[config.mk]
export PLATFORM = sky130hd
export DESIGN_NAME = keypad_scanner_gen
export DESIGN_NICKNAME = d
export VERILOG_FILES = /design/src/rtl/keypad_scanner_gen.sv
export SDC_FILE = /design/constraint.sdc
export NUM_CORES = 1
export LEC_CHECK = 0
export CORE_MARGIN = 3
export CORE_UTILIZATION = 40
export CTS_CLUSTER_SIZE = 14
export DETAILED_ROUTE_END_ITERATION = 12
export GPL_TIMING_DRIVEN = 0
export PLACE_DENSITY = 0.63
export SYNTH_ARGS = -nofsm -noshare
export SYNTH_HDL_FRONTEND = slang
export SYNTH_SLANG_ARGS = --single-unit
[constraint.sdc]
create_clock -name clock -period 3.5 [get_ports clock]
set_clock_uncertainty 0.05 [all_clocks]
set_input_delay 0.35 -clock clock [delete_from_list [all_inputs] [get_ports clock]]
set_output_delay 0.35 -clock clock [all_outputs]
set_load 0.05 [all_outputs]
[src/rtl/keypad_scanner_gen.sv]
// Parametrised matrix-keypad scanner: column strobing, row sync, press/release
// debounce, same-column multi-key rejection and a valid/ready key-code FIFO.
module keypad_scanner_gen #(
  parameter int unsigned ROWS            = 4,
  parameter int unsigned COLS            = 4,
  parameter int unsigned SCAN_DWELL      = 3,
  parameter int unsigned DEBOUNCE_CYCLES = 4,
  parameter int unsigned FIFO_DEPTH      = 4,
  localparam int unsigned CODE_W         = $clog2(ROWS * COLS),
  localparam int unsigned CNT_W          = $clog2(FIFO_DEPTH + 1)
) (
  input  logic              clock,
  input  logic              reset,
  input  logic [ROWS-1:0]   Row,
  output logic [COLS-1:0]   Col,
  output logic [CODE_W-1:0] Code,
  output logic              Valid,
  input  logic              Ready,
  output logic [CNT_W-1:0]  Count,
  output logic              Overflow,
  output logic              Multi_key
);

  localparam int unsigned ROW_W   = (ROWS > 1) ? $clog2(ROWS) : 1;
  localparam int unsigned COL_W   = (COLS > 1) ? $clog2(COLS) : 1;
  localparam int unsigned DWELL_W = $clog2(SCAN_DWELL);
  localparam int unsigned DEB_W   = $clog2(DEBOUNCE_CYCLES + 1);
  localparam int unsigned PTR_W   = $clog2(FIFO_DEPTH);

  typedef enum logic [1:0] {ST_SCAN, ST_DEBOUNCE, ST_PUSH, ST_HOLD} state_t;

  state_t              r_state, w_state_nxt;
  logic [ROWS-1:0]     r_sync1, r_sync2;
  logic [DWELL_W-1:0]  r_dwell, w_dwell_nxt;
  logic [COL_W-1:0]    r_col_idx;
  logic [COLS-1:0]     r_col;
  logic [ROWS-1:0]     r_pat, w_pat_nxt;
  logic [DEB_W-1:0]    r_cnt, w_cnt_nxt;
  logic                w_col_adv, w_push, w_multi_nxt;
  logic [ROW_W-1:0]    w_row_idx;
  logic [CODE_W-1:0]   w_push_code;

  logic [CODE_W-1:0]   r_mem [FIFO_DEPTH];
  logic [PTR_W-1:0]    r_rd, r_wr, w_rd_nxt;
  logic [CNT_W-1:0]    r_count, w_count_nxt;
  logic [CODE_W-1:0]   r_code, w_code_nxt;
  logic                r_valid, r_ovf, r_multi;
  logic                w_pop, w_full, w_wr_en, w_ovf;

  // Row index of the captured pattern (only meaningful when one-hot)
  always_comb begin
    w_row_idx = '0;
    for (int i = 0; i < ROWS; i++) begin
      if (r_pat[i]) w_row_idx = ROW_W'(i);
    end
  end

  assign w_push_code = CODE_W'(32'(w_row_idx) * COLS + 32'(r_col_idx));

  // Next-state and control decode
  always_comb begin
    w_state_nxt = r_state;
    w_dwell_nxt = r_dwell;
    w_pat_nxt   = r_pat;
    w_cnt_nxt   = r_cnt;
    w_col_adv   = 1'b0;
    w_push      = 1'b0;
    w_multi_nxt = 1'b0;
    case (r_state)
      ST_SCAN: begin
        if (r_dwell == DWELL_W'(SCAN_DWELL - 1)) begin
          w_dwell_nxt = '0;
          if (r_sync2 != '0) begin
            w_pat_nxt   = r_sync2;
            w_cnt_nxt   = '0;
            w_state_nxt = ST_DEBOUNCE;
          end else begin
            w_col_adv = 1'b1;
          end
        end else begin
          w_dwell_nxt = r_dwell + DWELL_W'(1);
        end
      end
      ST_DEBOUNCE: begin
        if (r_sync2 != r_pat) begin
          w_cnt_nxt   = '0;
          w_col_adv   = 1'b1;
          w_dwell_nxt = '0;
          w_state_nxt = ST_SCAN;
        end else if (r_cnt == DEB_W'(DEBOUNCE_CYCLES - 1)) begin
          w_cnt_nxt = '0;
          if ($onehot(r_pat)) begin
            w_state_nxt = ST_PUSH;
          end else begin
            w_multi_nxt = 1'b1;
            w_state_nxt = ST_HOLD;
          end
        end else begin
          w_cnt_nxt = r_cnt + DEB_W'(1);
        end
      end
      ST_PUSH: begin
        w_push      = 1'b1;
        w_cnt_nxt   = '0;
        w_state_nxt = ST_HOLD;
      end
      ST_HOLD: begin
        if (r_sync2 != '0) begin
          w_cnt_nxt = '0;
        end else if (r_cnt == DEB_W'(DEBOUNCE_CYCLES - 1)) begin
          w_cnt_nxt   = '0;
          w_col_adv   = 1'b1;
          w_dwell_nxt = '0;
          w_state_nxt = ST_SCAN;
        end else begin
          w_cnt_nxt = r_cnt + DEB_W'(1);
        end
      end
      default: w_state_nxt = ST_SCAN;
    endcase
  end

  // FIFO bookkeeping; the head register bypasses a write landing in the head slot
  always_comb begin
    w_pop    = r_valid & Ready;
    w_full   = (r_count == CNT_W'(FIFO_DEPTH));
    w_wr_en  = w_push & (~w_full | w_pop);
    w_ovf    = w_push & w_full & ~w_pop;
    w_rd_nxt = w_pop ? r_rd + PTR_W'(1) : r_rd;
    case ({w_wr_en, w_pop})
      2'b10:   w_count_nxt = r_count + CNT_W'(1);
      2'b01:   w_count_nxt = r_count - CNT_W'(1);
      default: w_count_nxt = r_count;
    endcase
    if (w_count_nxt == '0)                  w_code_nxt = '0;
    else if (w_wr_en && (w_rd_nxt == r_wr)) w_code_nxt = w_push_code;
    else                                    w_code_nxt = r_mem[w_rd_nxt];
  end

  always_ff @(posedge clock) begin
    if (w_wr_en) r_mem[r_wr] <= w_push_code;
  end

  always_ff @(posedge clock) begin
    if (reset) begin
      r_state   <= ST_SCAN;
      r_sync1   <= '0;
      r_sync2   <= '0;
      r_dwell   <= '0;
      r_col_idx <= '0;
      r_col     <= COLS'(1);
      r_pat     <= '0;
      r_cnt     <= '0;
      r_rd      <= '0;
      r_wr      <= '0;
      r_count   <= '0;
      r_code    <= '0;
      r_valid   <= 1'b0;
      r_ovf     <= 1'b0;
      r_multi   <= 1'b0;
    end else begin
      r_state <= w_state_nxt;
      r_sync1 <= Row;
      r_sync2 <= r_sync1;
      r_dwell <= w_dwell_nxt;
      r_pat   <= w_pat_nxt;
      r_cnt   <= w_cnt_nxt;
      if (w_col_adv) begin
        r_col_idx <= (r_col_idx == COL_W'(COLS - 1)) ? '0 : r_col_idx + COL_W'(1);
        r_col     <= {r_col[COLS-2:0], r_col[COLS-1]};
      end
      r_rd    <= w_rd_nxt;
      if (w_wr_en) r_wr <= r_wr + PTR_W'(1);
      r_count <= w_count_nxt;
      r_code  <= w_code_nxt;
      r_valid <= (w_count_nxt != '0);
      r_ovf   <= w_ovf;
      r_multi <= w_multi_nxt;
    end
  end

  assign Col       = r_col;
  assign Code      = r_code;
  assign Valid     = r_valid;
  assign Count     = r_count;
  assign Overflow  = r_ovf;
  assign Multi_key = r_multi;

endmodule

Word-level counts from Yosys, hierarchy flattened
Memories as Yosys holds them, arrays and structs flattened. A register that Yosys moved wholly into a read port is not among the register bits.
Cells that the tools add are included.
W data, S select, Z words.
- bits in latches: 0
- memories kept: 1
- output and inout port bits: 14
- flip-flop bits (word level): 35
- bits in writable memories: 16
- bits in read-only memories: 0
- logic and storage cells: 96
- input port bits: 7
- add/subtract/negate cells: 11
- equal/unequal tests: 17
- order comparisons: 0
- $mul: 0
- divide/modulo/power cells: 0
- bitwise operators: 9
- shift operators: 0
- reductions and logical operators: 11
- multiplexer cells: 33
- memories (name ; words ; width ; read ports ; clocked after Yosys merged registers in ; write ports ; RTL line ; RTL):
    r_mem ; 4 ; 4 ; 1 ; 1 ; 1 ; 43 ; logic [CODE_W-1:0] r_mem [FIFO_DEPTH];
- operators by type and width (operator ; count):
    $mux W2 ; 12
    $mux W3 ; 5
    $pmux W3 S4 ; 1
    $mux W1 ; 11
    $eq A2 B2 Y1 const B ; 5
    $ne A2 B2 Y1 const B ; 5
    $add A2 B1 Y2 const B ; 4
    $pmux W2 S4 ; 1
    $add A3 B1 Y3 const B ; 2
    $pmux W2 S3 ; 1
    $pmux W3 S2 ; 1
    $reduce_bool A3 Y1 ; 2
    $reduce_and A5 Y1 ; 1
    $add A1 B1 Y2 ; 2
    $add A4 B2 Y4 ; 1
    $and A1 B1 Y1 ; 4
    $eq A2 B1 Y1 const B ; 2
    $ne A4 B4 Y1 ; 1
    $not A1 Y1 ; 4
    $reduce_and A4 Y1 ; 1
    $reduce_bool A4 Y1 ; 1
    $reduce_or A4 Y1 ; 1
    $add A2 B2 Y3 ; 1
    $eq A3 B1 Y1 const B ; 1
    11 further kinds ; 11

Longest topological paths before layout
Gate-level depths: netlist of the first run.
- word-level depth: 8
- gate-level depth with buffers: 9
- gate-level depth less buffers: 9

Least setup slack after synthesis of the first run
Ideal clock, no wire load.
- path kind: reg2reg
- start point: register r_valid, in the netlist Valid
- end point: register r_code[0], in the netlist Code[0], read port of r_mem
- cell stages (with the launch flop): 10
- period minus slack after synthesis: 2.801 ns
- path buffers: 2
- path slack: 0.699 ns
- data arrival time: 2.626 ns
- data required time: 3.326 ns
- setup time: 0.124 ns
- path through: dfxtp_1 > and2_1 > clkbuf_1 > buf_2 > nand2_1 > fa_1 > a2111oi_0 > o21ai_0 > a32oi_2 > nor2_1
- word-level cells in the longest chain between the ends: 7
- elaborated cells between the ends (all ways): 9
- classes of those cells: 2 x eq/ne; 2 x mux; 3 x bitwise; 2 x reduce/logical
- ends and longest elaborated chain (item ; RTL line ; RTL):
    start, declared ; 47 ; logic r_valid, r_ovf, r_multi;
    start signal, assigned ; 176 ; r_valid <= (w_count_nxt != '0);
    $and A1 B1 Y1 (*) ; 125 ; w_pop = r_valid & Ready;
    $or A1 B1 Y1 ; 127 ; w_wr_en = w_push & (~w_full | w_pop);
    $and A1 B1 Y1 ; 127 ;
    $eq A2 B1 Y1 or $eq A2 B2 Y1 (tied branches) ; 130 ; case ({w_wr_en, w_pop})
    $pmux W3 S2 ; 130 ;
    $logic_not A3 Y1 ; 135 ; if (w_count_nxt == '0) w_code_nxt = '0;
    $reduce_or A2 Y1 (no source line) ; -- ;
    end, declared ; 46 ; logic [CODE_W-1:0] r_code, w_code_nxt;
Mark *: on every way between the ends. The rest lies on a longest branch, timed or not.
A chain may end at the register's enable or synchronous reset.

Worst setup path after layout of the first run
- start point: input Ready
- end point: register r_code[0], in the netlist Code[0], read port of r_mem
- word-level cells in the longest chain between the ends: 7
- elaborated cells between the ends (all ways): 9
- classes of those cells: 2 x eq/ne; 2 x mux; 3 x bitwise; 2 x reduce/logical
- ends and longest elaborated chain (item ; RTL line ; RTL):
    start, declared ; 18 ; input logic Ready,
    $and A1 B1 Y1 (*) ; 125 ;
    $or A1 B1 Y1 ; 127 ;
    $and A1 B1 Y1 ; 127 ;
    $eq A2 B1 Y1 or $eq A2 B2 Y1 (tied branches) ; 130 ;
    $pmux W3 S2 ; 130 ;
    $logic_not A3 Y1 ; 135 ;
    $reduce_or A2 Y1 (no source line) ; -- ;
Marks and branches as above.

==> impl_metrics.csv, run 1 <==
group,metric,value,unit
run_status,status,"completed",
finish,area_growth,15.3,%
clocking,cts_setup_buffers,0,
die,start_util,41.5,%
sta,rsz0062_at_grt,"false",
placed_design,dpl.hpwl,3700,um
logic_synthesis,synth_area_leaders,"dfxtp_1, edfxtp_1, mux2i_1",
worst_setup_path,path_class,"input port to flip-flop",
sta,slew_violations,0,
logic_synthesis,synth_top_area_cell,"dfxtp_1",
logic_synthesis,yosysWarnings,0,
global_route,overflow,0,
logic_synthesis,synth.most_common_cell,"dfxtp_1",
logic_synthesis,synth-xor-area-share,3.31,%
routing,vias,1975,
clocking,cts_hold_buf,0,
sta,fmax,331,MHz
finish,stdcell_count,362,
finish,n_antenna_cell,0,
pwr,netSwitchingFraction,30.3,%
clocking,ctsRootBufferMaster,"clkbuf_8",
logic_synthesis,ys_ff_latch,55,
die,dieArea,7630,um2
clocking,numClockSinks,55,
placed_design,dp_cells,354,
pwr,seq_power_share,48.2,%
sta,worstMarginPinSlew,655,ps
logic_synthesis,synth_area_per_cell,10.3,um2
sta,fin_setup_tns,0,ps
pwr,p_switching,450,uW
global_route,grt_pass1_wl,8600,um
logic_synthesis,synth_nets,274,
flow_run,maxCapViolCount,0,
logic_synthesis,synth_compound_area_share,16.1,%
logic_synthesis,synth_area,2650,um2
logic_synthesis,synth_top_area_share,29.5,%
sta,relSlewSlack,56.3,%
global_route,gr-usage-all-layers,14.3,%
clocking,path_clk_slew,90,ps
pwr,power_leakage,0.00114,uW
sta,setup_viol,0,
sta,finalHoldViolCount,0,
logic_synthesis,synth_cell_types,47,
worst_setup_path,path_max_fanout,10,
pwr,combPwrFrac,24.1,%
logic_synthesis,synth_top_family_by_area,"simple AND/OR/NAND/NOR gates",
logic_synthesis,yosysSeqAreaShare,47.6,%
routing,drtIter0Drc,86,
finish,fin_nets,301,
placed_design,place.gp.congestion,0.751,
logic_synthesis,synth-edff-count,16,
sta,min_period_over_period,86.4,%
die,die_y,87.4,um
routing,drc,0,
clocking,cts_buffer_depth,2,
logic_synthesis,synth_top_flop_cell,"dfxtp_1",
placed_design,io_buffers,20,
worst_setup_path,cp-end-kind,"flip-flop",
min_path,hold_path.class,"flip-flop to flip-flop",
clocking,h-tree-depth,2,
global_route,grt_max_degree,17,
routing,finalWirelength,5010,um
logic_synthesis,synthAdderAreaFrac,5.29,%
pwr,ir_drop,248,uV
routing,antenna_left,0,
pwr,p_per_area,486,nW/um2
logic_synthesis,synth_commonest_cells,"dfxtp_1, nor2_1, inv_1",
finish,drive_gt1_share,7.37,%
worst_setup_path,arrival,3160,ps
die,die_w,87.4,um
logic_synthesis,synth.mux.area_fraction,4.91,%
worst_setup_path,start_kind,"input port",
clocking,cts_resized,0,
die,io_pins,21,
routing,wl_per_cell,13.8,um
pwr,p_int,1030,uW
die,coreArea,6390,um2
sta,finalCriticalPeriod,3030,ps
logic_synthesis,ys_async_sr_fraction,0,%
clocking,cts_buffers,5,
routing,vias_per_cell,5.46,
logic_synthesis,syn-instance-count,257,
global_route,grt_antenna_before_repair,0,
logic_synthesis,synth_simple_gate_area_share,17.9,%
clocking,cts_tree,"done",
routing,firstDrtPassIters,4,
die,rows,29,
clocking,clock_latency,310,ps
global_route,grt_pass1_vias,1854,
pwr,clkPwrFrac,27.7,%
worst_setup_path,worst_ep_required_time,3640,ps
layout by cell type, fill, tap and decap left out, types with 2 or more instances in the layout:
master	synthesis	routed
a22oi_1	6	6
clkdlybuf4s50_1	0	20
nor3b_1	2	2
nand2_1	15	15
nor3_1	3	3
a211oi_1	9	9
a21oi_1	10	10
a311o_1	4	4
buf_2	3	3
o21ai_0	6	6
xnor2_1	8	8
a31oi_1	4	4
o311ai_0	4	4
a2111oi_0	2	2
nor2_1	22	22
xor2_1	2	2
and3_1	2	2
inv_1	17	17
nor4_1	3	3
and2_1	7	7
nor2b_1	12	12
or3_1	4	4
dfxtp_1	39	39
ha_1	8	8
edfxtp_1	16	16
fa_1	2	2
clkbuf_8	0	5
nand4b_1	5	5
mux2i_1	13	13
clkbuf_1	9	9
nand2b_1	2	2
metal layers:
layer  track usage [%]  up-vias  share of wire, %
li1                  -      979                 -
met1              17.7      942                46
met2              23.7       48                48
met3              3.41        6               4.2
met4              6.00        0               1.9
met5                 0        -                 0
layout make-up:
class	instances	area, um2
Multi-Input combinational cell	171	1260
Inverter	17	63.8
Sequential cell	55	1260
Tap cell	77	96.3
Clock inverter	3	38.8
Fill cell	620	3330
Buffer	14	63.8
Timing Repair Buffer	20	200
Clock buffer	5	68.8
flip-flops by register name, summed over array words and instances (netlist names), named ones only:
register   cells
r_col_idx      2
Code           4
r_sync1        4
r_sync2        4
r_wr           2
r_mem         16
r_state        1
Valid          1
Multi_key      1
Count          3
Overflow       1
r_rd           2
r_pat          4
r_dwell        2
r_cnt          3
Col            4
worst paths after layout:
check	start	cells after the start	to	slack, ps
max	Ready	10	Code[0]	470
min	r_sync1[3]	1	r_sync2[3]	390
max reg2reg	Valid	9	Code[0]	630
min reg2reg	r_sync1[3]	1	r_sync2[3]	390
cells by family (layout without fill, tap and decap cells):
group / Yosys count / after routing
flip-flops: 55 / 55
adder cells (fa/ha/maj): 10 / 10
AND/OR/NAND/NOR: 84 / 84
XOR/XNOR: 10 / 10
multiplexers: 13 / 13
AO/OA/AOI/OAI: 54 / 54
buffers and inverters: 31 / 59
power by group through the flow:
| stage | registers (uW) | logic (uW) | clock network [uW] |
|---|---|---|---|
| 2_1_floorplan | 803 | 188 | 0 |
| 3_3_place_gp | 730 | 353 | 0 |
| 3_5_place_dp | 731 | 358 | 0 |
| 4_1_cts | 717 | 359 | 422 |
| 5_1_grt | 721 | 388 | 447 |
| 6_report | 716 | 357 | 411 |
metrics by stage:
stage / setup WS, ps / power [uW] / area, um2 / utilization, % / hold WS, ps
after floorplan: 699 / 991 / 2650 / - / 364
after global placement: 211 / 1080 / 2940 / 46.1 / 369
after detailed placement: 156 / 1090 / 2940 / 46.1 / 376
after CTS: 458 / 1500 / 3050 / 47.8 / 399
after global routing: 223 / 1560 / 3050 / 47.8 / 415
final: 474 / 1480 / 3050 / 47.8 / 394
worst max-delay path, stage by stage:
cell,delay (ps)
clkdlybuf4s50_1,460
and2_1,120
clkbuf_1,330
buf_2,310
nand2_1,130
fa_1,410
a2111oi_0,400
o21ai_0,180
a32oi_2,380
nor2_1,90
Power figures use the tool's default switching activity.
==> inputs of run 2 (changes only) <==
- ABC_AREA: unset -> 0
==> results of run 2 <==
Same layout as run 1: the final DEF is identical, and so are final timing and power.
